File: src/rtl/forward_scoreboard.sv
// Operand forwarding (youngest stage wins) plus a pending-load scoreboard that
// raises load-use / WAW stalls, with a stall-cycle counter and stall watchdog.
module forward_scoreboard #(
    parameter int XLEN      = 32,
    parameter int NUM_READ  = 2,
    parameter int NUM_FWD   = 2,
    parameter int REG_COUNT = 32,
    parameter int TIMEOUT   = 64
) (
    input  logic                     clk,
    input  logic                     reset,
    input  logic                     issueValid,
    input  logic [NUM_READ*5-1:0]    issueRs,
    input  logic [NUM_READ-1:0]      issueRsUsed,
    input  logic [4:0]               issueRd,
    input  logic                     issueIsLoad,
    input  logic [NUM_FWD-1:0]       fwdValid,
    input  logic [NUM_FWD-1:0]       fwdWriteEnable,
    input  logic [NUM_FWD-1:0]       fwdDataReady,
    input  logic [NUM_FWD*5-1:0]     fwdRd,
    input  logic [NUM_FWD*XLEN-1:0]  fwdData,
    input  logic                     loadDoneValid,
    input  logic [4:0]               loadDoneRd,
    input  logic                     flush,
    output logic [NUM_READ-1:0]      forwardEnable,
    output logic [NUM_READ*XLEN-1:0] forwardData,
    output logic                     stall,
    output logic [31:0]              stallCycles,
    output logic                     stallTimeout
);

    localparam int RUN_W = $clog2(TIMEOUT + 1);

    logic [REG_COUNT-1:0]     pending_q, pending_d;
    logic [31:0]              stall_cnt_q, stall_cnt_d;
    logic [RUN_W-1:0]         run_q, run_d;
    logic                     timeout_q, timeout_d;

    logic [NUM_READ-1:0]      fwd_en;
    logic [NUM_READ-1:0]      hazard;
    logic [NUM_READ-1:0]      matched;
    logic [NUM_READ*XLEN-1:0] fwd_data;
    logic                     waw;
    logic                     stall_raw;
    logic                     load_accept;

    // A pending bit counts as still set unless its load returns this very cycle.
    function automatic logic pending_live(input logic [REG_COUNT-1:0] pend,
                                          input logic [4:0]           r,
                                          input logic                 done_v,
                                          input logic [4:0]           done_rd);
        logic b;
        b = 1'b0;
        for (int i = 0; i < REG_COUNT; i++) begin
            if (r == 5'(i)) b = pend[i];
        end
        return b && (r != 5'd0) && !(done_v && done_rd == r);
    endfunction

    // NOTE: every signal driven here gets a default before any condition, so no latch is inferred.
    always_comb begin
        fwd_en   = '0;
        fwd_data = '0;
        hazard   = '0;
        matched  = '0;
        for (int p = 0; p < NUM_READ; p++) begin
            if (issueRsUsed[p] && issueRs[5*p +: 5] != 5'd0) begin
                // The youngest matching stage decides, even if its data is not ready yet.
                for (int s = 0; s < NUM_FWD; s++) begin
                    if (!matched[p] && fwdValid[s] && fwdWriteEnable[s] &&
                        fwdRd[5*s +: 5] == issueRs[5*p +: 5]) begin
                        matched[p] = 1'b1;
                        if (fwdDataReady[s]) begin
                            fwd_en[p]                = 1'b1;
                            fwd_data[XLEN*p +: XLEN] = fwdData[XLEN*s +: XLEN];
                        end else begin
                            hazard[p] = 1'b1;
                        end
                    end
                end
                if (pending_live(pending_q, issueRs[5*p +: 5], loadDoneValid, loadDoneRd)) begin
                    hazard[p] = 1'b1;
                end
            end
        end
    end

    assign waw         = issueIsLoad && pending_live(pending_q, issueRd, loadDoneValid, loadDoneRd);
    assign stall_raw   = issueValid && (|hazard || waw);
    assign load_accept = issueValid && !stall_raw && !flush && issueIsLoad;

    assign stall         = !reset && stall_raw;
    assign forwardEnable = reset ? '0 : fwd_en;
    assign forwardData   = reset ? '0 : fwd_data;
    assign stallCycles   = stall_cnt_q;
    assign stallTimeout  = timeout_q;

    always_comb begin
        pending_d = pending_q;
        if (flush) begin
            pending_d = '0;
        end else begin
            // Clear first, then set, so a same-cycle set of the same register wins.
            for (int i = 1; i < REG_COUNT; i++) begin
                if (loadDoneValid && loadDoneRd == 5'(i)) pending_d[i] = 1'b0;
                if (load_accept && issueRd == 5'(i))      pending_d[i] = 1'b1;
            end
        end
        pending_d[0] = 1'b0;
    end

    always_comb begin
        stall_cnt_d = stall_cnt_q + (stall ? 32'd1 : 32'd0);
        run_d       = run_q;
        if (!stall || flush) begin
            run_d = '0;
        end else if (run_q != RUN_W'(TIMEOUT)) begin
            run_d = run_q + 1'b1;
        end
        timeout_d = timeout_q || (run_d == RUN_W'(TIMEOUT));
    end

    // NOTE: state updates use non-blocking assignments so every flop samples pre-edge values.
    always_ff @(posedge clk) begin
        if (reset) begin
            // NOTE: the scoreboard is a flop vector, not a RAM, so every bit is reset.
            pending_q   <= '0;
            stall_cnt_q <= '0;
            run_q       <= '0;
            timeout_q   <= 1'b0;
        end else begin
            pending_q   <= pending_d;
            stall_cnt_q <= stall_cnt_d;
            run_q       <= run_d;
            timeout_q   <= timeout_d;
        end
    end

endmodule

File: config.mk
export PLATFORM = sky130hd
export DESIGN_NAME = forward_scoreboard
export DESIGN_NICKNAME = d
export VERILOG_FILES = /design/src/rtl/forward_scoreboard.sv
export SDC_FILE = /design/constraint.sdc
export NUM_CORES = 1
export LEC_CHECK = 0
export ABC_AREA = 1
export CORE_MARGIN = 4
export CORE_UTILIZATION = 31
export CTS_CLUSTER_DIAMETER = 50
export CTS_CLUSTER_SIZE = 30
export DETAILED_ROUTE_END_ITERATION = 8
export GPL_ROUTABILITY_DRIVEN = 0
export PLACE_DENSITY = 0.63
export SKIP_LAST_GASP = 1
export SLEW_MARGIN = 20
export SYNTH_ARGS = -nofsm -noshare
export SYNTH_HDL_FRONTEND = slang
export SYNTH_SLANG_ARGS = --single-unit
File: constraint.sdc
create_clock -name clk -period 6.65 [get_ports clk]
set_input_delay 1.33 -clock clk [delete_from_list [all_inputs] [get_ports clk]]
set_output_delay 1.33 -clock clk [all_outputs]
set_load 0.01 [all_outputs]
; After elaboration in Yosys (flattened, before gate mapping)
; Index checks and enable logic that the tools add are counted.
; Widths: inputs -> output; s select.
[word_totals]
regBits = 72
input_bits = 108
output_inout_bits = 100
wordCells = 507
[classes]
add_sub_neg = 2
n_eq_ne = 133
mux = 198
n_reduce_logical = 139
[ops]
columns = operator, n
row1 = $eq 5x5->1 const B, 64
row2 = $mux 32, 9
row3 = $mux 1, 185
row4 = $eq 5x4->1 const B, 32
row5 = $logic_and 1x1->1, 88
row6 = $eq 5x3->1 const B, 16
row7 = $mux 64, 1
row8 = $reduce_bool 2->1, 31
row9 = $eq 5x2->1 const B, 8
row10 = $eq 5x5->1, 7
row11 = $add 32x1->32, 1
row12 = $eq 5x1->1 const B, 4
row13 = $logic_not 5->1, 3
row14 = $reduce_bool 5->1, 3
row15 = $mux 7, 2
row16 = $logic_not 1->1, 9
row17 = $add 7x1->7 const B, 1
row18 = $eq 7x7->1 const B, 1
row19 = $ne 7x7->1 const B, 1
row20 = $reduce_or 2->1, 2
row21 = $logic_or 1x1->1, 3
row22 = $mux 2, 1

; Logic depth before layout (Yosys ltp)
; Gate-level depths: netlist (run 1).
[depth]
word_depth = 47
ltp_mapped = 54
ltp_nobuf = 53

; Worst setup path before layout (run 1)
; No wires, ideal clock.
[synth_path]
path_kind = in2reg
from = input port issueRd[2]
to = register stall_cnt_q[31] (netlist: stallCycles[31])
setup_time_ns = 0.074
arrival_ns = 5.656
t_required_ns = 6.576
setup_slack_ns = 0.920
stages = 49
path_buffers = 0
cell_sequence = nor2_1 nand2_1 nor2_1 nand2_1 nand3_1 nor2_1 nand4_1 o21ai_0 nand4_1 nand2_1 nand3b_1 nand2_1 nand3_1 nand2_1 nand3_1 nand2_1 nand3_1 nand2_1 [13 not listed] nor3_2 nand2_1 nor2_2 inv_1 nor2_1 inv_1 nor4_2 nand2_1 nor2_1 nand4_1 nor2_1 nand3_1 nor2_1 inv_1 nor3_1 a21o_1 nand2_1 a31oi_1
[synth_via]
elab_chain_cells = 41
elab_cells_between_ends = 76
cone_classes = 1 x add/sub / 32 x eq/ne / 33 x mux / 10 x reduce/logical
[synth_lines]
columns = element, line
row1 = start: declaration, 15  ; input logic [4:0] issueRd,
row2 = $logic_not 5->1, 55  ; if (r == 5'(i)) b = pend[i];
row3 = $mux 1 (32 in a row), 55
row4 = $logic_and 1x1->1, 57  ; return b && (r != 5'd0) && !(done_v && done_rd == r);
row5 = $logic_and 1x1->1 (*), 57
row6 = $logic_and 1x1->1 (*), 88  ; assign waw = issueIsLoad && pending_live(pending_q, issueRd, loadDoneValid, loadDoneRd);
row7 = $logic_or 1x1->1 (*), 89  ; assign stall_raw = issueValid && (|hazard || waw);
row8 = $logic_and 1x1->1 (*), 89
row9 = $logic_and 1x1->1 (*), 92  ; assign stall = !reset && stall_raw;
row10 = net stall, 27  ; output logic stall,
row11 = $mux 1 (*), 113  ; stall_cnt_d = stall_cnt_q + (stall ? 32'd1 : 32'd0);
row12 = $add 32x1->32 (*), 113
row13 = end signal: assignment, 133  ; stall_cnt_q <= stall_cnt_d;
row14 = end: declaration, 35  ; logic [31:0] stall_cnt_q, stall_cnt_d;
; Mark *: on every way through the listed nets, which the timed path passes. The rest lies on a longest branch.
; A chain may end at the register's enable or synchronous reset.

; Worst setup path in the final report (run 1)
[layout_path]
from = input port issueRs[4]
to = register stall_cnt_q[29] (netlist: stallCycles[29])
[layout_via]
elab_chain_cells = 44
elab_cells_between_ends = 92
cone_classes = 1 x add/sub / 34 x eq/ne / 41 x mux / 16 x reduce/logical
[layout_lines]
columns = element, line
row1 = start: declaration, 13  ; input logic [NUM_READ*5-1:0] issueRs,
row2 = $logic_not 5->1, 55
row3 = $mux 1 (32 in a row), 55
row4 = $mux 1, 67  ; if (issueRsUsed[p] && issueRs[5*p +: 5] != 5'd0) begin
row5 = $logic_and 1x1->1 (2 in a row), 57
row6 = $mux 1, 81  ; if (pending_live(pending_q, issueRs[5*p +: 5], loadDoneValid, loadDoneRd)) begin
row7 = $mux 1 (*), 67
row8 = $reduce_or 2->1 (*), 89
row9 = $logic_or 1x1->1 (*), 89
row10 = $logic_and 1x1->1 (*), 89
row11 = $logic_and 1x1->1 (*), 92
row12 = $mux 1 (*), 113
row13 = $add 32x1->32 (*), 113
; Every way passes the cells marked *; elsewhere a longest branch is shown, timed or not. The select of a mux whose other input is x is not followed.

==> results of run 1 <==
worst register-to-register path, delay by kind of cell (launching register included):
kind                       cells  cell delay [ns]
and+or+nand+nor               42             3.54
DFF                            1             0.48
buffers and inverters          5             0.36
adders and majority gates      1             0.19
AOI/OAI and AO/OA              1             0.19
final timing paths:
path | start | to | slack [ns] | depth (start not counted)
worst max-delay path | issueRs[4] | stallCycles[29]$_SDFF_PP0_ | 0.60 | 48
worst min-delay path | stallTimeout$_SDFF_PP0_ | stallTimeout$_SDFF_PP0_ | 0.46 | 2
worst max register to register | pending_q[3]$_SDFFE_PP0P_ | stallCycles[29]$_SDFF_PP0_ | 1.76 | 49
worst min register to register | stallTimeout$_SDFF_PP0_ | stallTimeout$_SDFF_PP0_ | 0.46 | 2
power by group through the flow:
stage,combinational (W),clock (W),sequential [W]
2_1_floorplan,0.000117,0,0.000437
5_1_grt,0.000284,0.000524,0.000427
6_report,0.000263,0.000495,0.000427
3_5_place_dp,0.000246,0,0.000437
4_1_cts,0.000247,0.000505,0.000427
3_3_place_gp,0.000246,0,0.000437
sequential cells by signal (all words and copies together) (netlist names):
name,cells
stallCycles,32
run_q,7
pending_q,31
stallTimeout,1
cell type report:
class	count	area, µm²
clock buffers	9	225
flip-flops and latches	71	1420
fillers	2099	10700
inverters	140	537
diodes	1	2.50
clock inverters	7	81.3
repair buffers	281	2660
well taps	270	338
multi-input cells	829	4280
routing by layer:
metal	global-route usage [%]	up-vias	wire length (µm)
met3	4.46	90	2490
li1	-	4221	-
met2	36.6	410	12500
met5	0	-	0
met4	11.0	0	1160
met1	28.8	3943	11700
layout by cell type (no fill, tap or decap), types with 3 or more instances in the layout:
| master | instances |
|---|---|
| xnor2_1 | 3 |
| nor4_1 | 8 |
| dfxtp_1 | 71 |
| nand2_1 | 212 |
| buf_4 | 68 |
| nand4_1 | 33 |
| nor2_4 | 7 |
| nand3_1 | 121 |
| clkbuf_2 | 5 |
| clkdlybuf4s50_1 | 192 |
| a31o_2 | 3 |
| dlymetal6s2s_1 | 10 |
| a21oi_1 | 67 |
| a221oi_1 | 41 |
| o22ai_1 | 10 |
| o21a_1 | 3 |
| a211oi_1 | 31 |
| inv_1 | 126 |
| or2_2 | 4 |
| nor3_1 | 45 |
| nor2_1 | 151 |
| clkbuf_16 | 9 |
| ha_1 | 3 |
| clkinvlp_4 | 5 |
| o41ai_1 | 3 |
| xor2_1 | 15 |
| nor3_2 | 4 |
| nor2_2 | 13 |
| inv_2 | 8 |
| o21ai_0 | 26 |
cell families after synthesis:
group | after synthesis | synth area share [%]
buffers and inverters | 203 | 12.4
XOR/XNOR | 18 | 2.46
AND/OR/NAND/NOR | 609 | 41.9
AO/OA/AOI/OAI | 198 | 20.3
adder cells (fa/ha/maj) | 4 | 0.782
flip-flops | 71 | 22.2
per-stage QoR:
| stage | util (%) | area (µm²) | hold slack [ns] |
|---|---|---|---|
| 2_1_floorplan | - | 6400 | 0.444 |
| 3_3_place_gp | 44.4 | 8980 | 0.443 |
| 3_5_place_dp | 44.4 | 8980 | 0.446 |
| 4_1_cts | 45.9 | 9280 | 0.458 |
| 5_1_grt | 47.1 | 9540 | 0.465 |
| 6_report | 47.1 | 9540 | 0.460 |
repair_timing:
action / CTS / global route
buffers inserted: 0 / 18
gates resized for setup: 0 / 56
endpoints found under the setup margin: 0 / 8
==> impl_summary.md, run 1 <==
Global route
The global-route congestion overflow total is 0. The via count of the first global-routing pass is 8078. The first global-routing pass estimated 41800 µm of wire.

The overall global routing resource usage is 22.6%. The number of antenna violations at the first check in global routing came to 1. Entering global routing, the biggest net connects 67 pins.

Pwr
The leakage power is 3.38 nW. In this run switching power makes up 29.5% of total power. The register share of total power is 36.1%. After layout, the design draws a total of 0.00119 W. The power dissipated by switching net loads is 0.000350 W.

The internal power of the cells totals 0.000835 W. Dividing total power by cell area gives a power density of 124 mW/mm². The clock power share is 41.7%. The combinational fraction of design power is 22.2%. IR analysis of the VDD net gives a maximum drop of 140 µV.

Hold path
The worst hold path class is flop to flop.

STA
The measured slew at the worst slew-check pin is 1.10 ns. The post-layout worst setup margin is 0.597 ns. For the final database, setup skew stands at 0.00681 ns. Headroom to the max-slew limit came out at 26.2%. The number of endpoints with negative hold slack in the final report is 0. The number of max-slew violations in the final report is 0. After routing, the total negative slack on setup checks comes to 0 ns.

Setup violations remaining at the end of the flow were counted as 0. The final cycle utilization of the critical path is 91.0%. Timing would allow up to 165 MHz. The smallest clock period supported by the final layout is computed as 6.05 ns.

Finish
The post-route netlist has 10.9% of its cells at a drive strength greater than 1. The filler-free cell count of the finished design is 1608. The area growth from synthesis to layout is 49.1%.

At the end of the flow, the number of nets in the layout was 1444.

Route
For this run, design rule violations remaining after detail routing come to 0. The number of nets with antenna violations after detailed routing is 0. The first TritonRoute pass finished after 5 iterations. The average wire per cell in the routed design is 17.3 µm. The ratio of routed vias to standard cells is 5.39. The detailed router's first-iteration violation count is 800. Wires add up to 27800 µm. The count of vias placed by the detailed router is 8664.

Synth
The number of register bits inferred by synthesis is 71. The synthesized netlist net count is 1215. The part of the Yosys area used for sequential elements is 22.2%. The commonest cells after synthesis are nand2_1 (213), nor2_1 (165), inv_1 (130). The most instantiated flip-flop cell in the synthesis netlist is dfxtp_1.

Yosys printed 0 warnings. The count of distinct cell types in the synthesized netlist is 47. A synthesized cell averages 5.80 µm². By area the synthesized netlist is led by dfxtp_1 (22%), nand2_1 (12%), nor2_1 (9.7%), nand3_1 (9.5%), inv_1 (7.6%). The library cell with the highest instance count after synthesis is nand2_1. The post-synthesis instance area is 0.00640 mm². The instance count of the mapped netlist is 1103. The fraction of synthesis flops using an asynchronous set or reset pin is 0%. In this run, synthesis inferred 0 flip-flops with an integrated enable.

The share of the synthesized area in the top cell type is 22.2%. The synthesized design spends more area on one cell type than any other, namely dfxtp_1.

Worst setup path
The data required time at the worst endpoint is 6.90 ns. The cell with the largest stage delay on the worst path is clkdlybuf4s50_1. The worst setup path is launched from an input port. In this design, the stage delay of the slowest critical-path cell is 0.50 ns. The sum of buffers and inverters on the critical path is 8. The maximum fanout count along the critical path is 15. Data arrives at the worst endpoint at 6.30 ns. The most common cell type on the critical path is nand2_1. The worst setup path is of the input port to flop kind. The critical path's top delay family is simple AND/OR/NAND/NOR gates.

STA classifies the critical path endpoint as a flop.

Place
The number of buffer cells added on primary ports is 207. Before CTS, the worst setup slack after placement is -0.0430 ns. The number of placed cells counting well taps is 1572. The sum of net half-perimeters after detailed placement is 21400 µm.

Die
The total area inside the core boundary comes to 0.0202 mm². The height of the chip is 152 µm. The boundary pin count is 208. The horizontal die dimension is 152 µm.

Once the floorplan was initialized, standard cells occupied 31.6% of the core. The die footprint is 0.0230 mm². In this run the core area contains 52 standard-cell rows.

Outcome
The flow ran to the end, and the final reports show no timing, DRC or antenna violations.

Clock tree
At the later pin of the worst-skew pair, clock insertion delay measures 0.34 ns. The number of buffers added to fix hold violations after cts is 0. TritonCTS built the clock tree. Clock tree synthesis selected as its root buffer the cell clkbuf_16. For this design, the sink count on the clock tree is 71. The largest buffer count on any clock path is 2. CTS built an H-tree with a depth of 3. After clock tree synthesis, the clock-pin slew on the worst setup and hold paths is 0.06 ns. The total clock buffers created by CTS is 9.

Job
Max-cap violations in this run came to 0.
(Power assumes the default switching activity.)
==> run 2, diff against run 1 <==
--- a/config.mk
+++ b/config.mk
@@ -12,8 +12,7 @@
 export CTS_CLUSTER_SIZE = 30
 export DETAILED_ROUTE_END_ITERATION = 8
 export GPL_ROUTABILITY_DRIVEN = 0
-export PLACE_DENSITY = 0.63
-export SKIP_LAST_GASP = 1
+export PLACE_DENSITY = 0.65
 export SLEW_MARGIN = 20
 export SYNTH_ARGS = -nofsm -noshare
 export SYNTH_HDL_FRONTEND = slang
==> constraint.sdc (replaced) <==
create_clock -name clk -period 5.4 [get_ports clk]
set_input_delay 1.08 -clock clk [delete_from_list [all_inputs] [get_ports clk]]
set_output_delay 1.08 -clock clk [all_outputs]
set_load 0.05 [all_outputs]
==> run 2 against run 1 <==
Effect of this change: the flow now finishes with violations (setup timing); power rose by 33%; utilization rose by 11 points; design area rose by 22%; first-iteration DRC count up 0.50%; non-clock buffer count up 197; routed wire length is 14% higher; combinational power increased by 60%; clock skew decreased by 0.0020 ns; hold slack about the same; die area is the same; critical endpoint is now stallCycles[28]$_SDFF_PP0_.
==> impl_summary.md, run 2 (synthesized netlist as in run 1, its figures left out) <==
Worst setup path
The critical path data arrival time is 5.82 ns (-0.48 ns). In this design, the largest share of critical-path delay is due to simple AND/OR/NAND/NOR gates. The endpoint class of the critical path is a flop. In this run the critical register-to-register path is captured at stallCycles[28]$_SDFF_PP0_.

The startpoint of the most critical register-to-register path is pending_q[4]$_SDFFE_PP0P_. The flop-to-flop setup slack is 0.44 ns (-1.32 ns). The path depth of the worst reg2reg path was 44 (-10%).

The data required time at the worst endpoint is 5.63 ns (-1.27 ns). The worst setup path is launched from an input port. The maximum cell stage delay along the critical path is 0.29 ns (-0.21 ns). The largest individual stage delay along the critical path comes from the cell nor4_2. The sum of buffers and inverters on the critical path is 6 (-2). By instance count, the cell type seen most on the critical path is nand2_1. The maximum fanout count along the critical path is 4 (-11). The number of logic stages on the critical path including buffering came to 44 (-8.3%). The setup path with the least slack is of type input port to flop.

Die
The starting density of the core is 31.6% (unchanged). The die footprint is 0.0230 mm² (unchanged). The height of the chip is 152 µm (unchanged).

The boundary pin count is 208 (unchanged). The core box area is 0.0202 mm² (unchanged). The horizontal die dimension came to 152 µm (unchanged). The floorplan row count is 52 (unchanged).

Clock tree
The largest buffer count on any clock path was 2 (unchanged). The cell sitting at the root of the clock tree is a clkbuf_16. TritonCTS built the clock tree.

The total clock buffers created by CTS is 9 (unchanged). The sink count of the clock tree is 71 (unchanged). The clock latency on the worst-skew pair is 0.33 ns (about the same). The clock input transition at the sequential cells of the worst setup and hold paths came to 0.06 ns (about the same).

The number of buffers added to fix hold violations after cts is 0 (unchanged). The H-tree level count is 3 (unchanged).

Finish
The number of fill cells in the layout is 1860 (-11%). The number of flip-flops under the largest register name is 32 (unchanged). Leaving out fill and tap cells, the most frequent cell in the layout is buf_4. In the layout the commonest cells are buf_4 (286), nand2_1 (192), nor2_1 (134).

The number of nets in the layout was 1641 (+14%). The share of final-layout standard cells stronger than drive strength 1 was 31.7% (+21 points). The final core area utilization is 57.7% (+11 points).

Relative to the synthesized area, the layout overhead comes to 82.4%.

Pwr
The worst voltage drop across the vdd grid is 117 µV (-17%). The leakage power is 4.67 nW (+38%). The power density over cell area is 135 mW/mm² (+8.8%).

Route
The first-pass iteration count of the detailed router is 6 (+1). The ratio of routed vias to standard cells is 5.31 (-1.4%). The count of vias placed by the detailed router was 9587 (+11%). The number of remaining DRC errors was 0 (unchanged). The final wirelength is 31600 µm (+14%). The detailed router's first-iteration violation count is 804 (+0.50%). The average wire per cell in the routed design was 17.5 µm (+1.3%). The number of nets with antenna violations after detailed routing was 0 (unchanged).

STA
The measured slew at the worst slew-check pin is 1.00 ns (-0.0999 ns). The final critical path time including I/O delays and setup is 5.59 ns. The number of endpoints with negative hold slack in the final report is 0 (unchanged). The normalized max-slew margin is 33.0% (+6.9 points). The final clock skew came to 0.00482 ns (-0.00199 ns). The final cycle utilization of the critical path is 104%. Setup repair after global routing could not meet its margin everywhere. The final number of setup-violating endpoints was 9 (+9).

The number of max-slew violations in the final report is 0 (unchanged). For this run, the top clock speed supported by timing is 179 MHz. The post-layout worst setup margin is -0.191 ns (-0.788 ns). The worst slack on hold paths is 0.460 ns (-0.0000760 ns).

Job
The number of max-cap violations was 0 (unchanged).

Place
The sum of net half-perimeters after detailed placement is 22900 µm (+7.0%). The minimum setup slack after placement is -1.06 ns (-1.02 ns). The number of buffer cells added on primary ports is 207 (unchanged).

Global route
The via count of the first global-routing pass is 9120 (+13%). The first-pass GRT wire length is 46700 µm (+12%). The pin count of the biggest net entering global routing was 51 (-24%). The overall global routing resource usage is 25.5% (+2.9 points). The global-route congestion overflow total is 0 (unchanged). The number of antenna violations at the first check in global routing is 0 (-1).

Hold path
The worst hold path class is flop to flop. The path with the worst hold slack has its endpoint at pending_q[18]$_SDFFE_PP0P_. The worst hold path cell count is 2 (unchanged). The hold path startpoint is pending_q[18]$_SDFFE_PP0P_.

Outcome
The run finished, with violations left. The final reports fail on setup timing.
-- run 2: changes by cell type in the layout (fill, tap and decap cells not counted), sizes merged, moves of 2 or more --
cell / delta
inv: -2
clkinv: +3
clkinvlp: -3
clkdlybuf4s15: +2
buf: +274
clkbuf: -2
dlymetal6s2s: -10
clkdlybuf4s50: -68
-- run 2: what timing repair did --
action / 4_1_cts / 5_1_grt
resized for setup: 101 / 99
setup buffers: 81 / 22
endpoints found under the setup margin: 12 / 19
gates cloned: 0 / 0
pin swaps: 54 / 70
-- run 2: worst max path at each step --
stage,start,endpoint,slack [ns]
after CTS,issueRd[3],stallCycles[29]$_SDFF_PP0_,-0.33
after global placement,issueRd[2],stallCycles[28]$_SDFF_PP0_,-0.82
final,issueRd[4],stallCycles[28]$_SDFF_PP0_,-0.19
after detailed placement,issueRd[0],stallCycles[29]$_SDFF_PP0_,-1.06
after floorplan,issueRs[7],stallCycles[29]$_SDFF_PP0_,-0.17
after global routing,issueRs[6],stallCycles[27]$_SDFF_PP0_,-0.64
-- run 2: worst reg2reg max path, delay by kind of cell, from the launching register on --
family / cells / cell delay, ns
AO/OA/AOI/OAI: 3 / 0.31
adder cells (fa/ha/maj): 2 / 0.28
buffers and inverters: 3 / 0.31
flip-flops: 1 / 0.52
AND/OR/NAND/NOR: 36 / 3.44
-- run 2: metrics by stage --
stage | cell area [µm²] | instances | power (W) | TNS, ns
after floorplan | 6530 | 1103 | 0.000697 | -0.527
after global placement | 10300 | 1705 | 0.000905 | -7.81
after detailed placement | 10300 | 1705 | 0.000907 | -10.21
after CTS | 11300 | 1800 | 0.00156 | -2.06
after global routing | 11700 | 1803 | 0.00163 | -5.21
final | 11700 | 1804 | 0.00158 | -1.18
-- run 2: per-layer routing --
layer | global-route usage [%] | part of all wire (%) | vias up
met5 | 0 | 0 | -
met4 | 12.9 | 5.2 | 0
met3 | 4.91 | 9.3 | 112
met2 | 42.6 | 46 | 454
met1 | 31.1 | 39 | 4407
li1 | - | - | 4614
-- run 2: area by class of cell --
class                   count  area, µm²  share of cell area, %
diodes                      1       2.50                 0.0214
well taps                 270        338                   2.89
inverters                 140        549                   4.71
clock buffers               9        225                   1.93
clock inverters             6       86.3                  0.740
repair buffers            478       4420                   37.9
flip-flops and latches     71       1420                   12.2
multi-input cells         829       4630                   39.6
-- run 2: where the power goes --
group | internal [W] | leakage [nW] | total, W | switching [W]
Combinational | 0.000202 | 3.95 | 0.000421 | 0.000219
Clock | 0.000401 | 0.151 | 0.000630 | 0.000229
Sequential | 0.000525 | 0.572 | 0.000527 | 0.00000183
Total | 0.00113 | 4.67 | 0.00158 | 0.000450
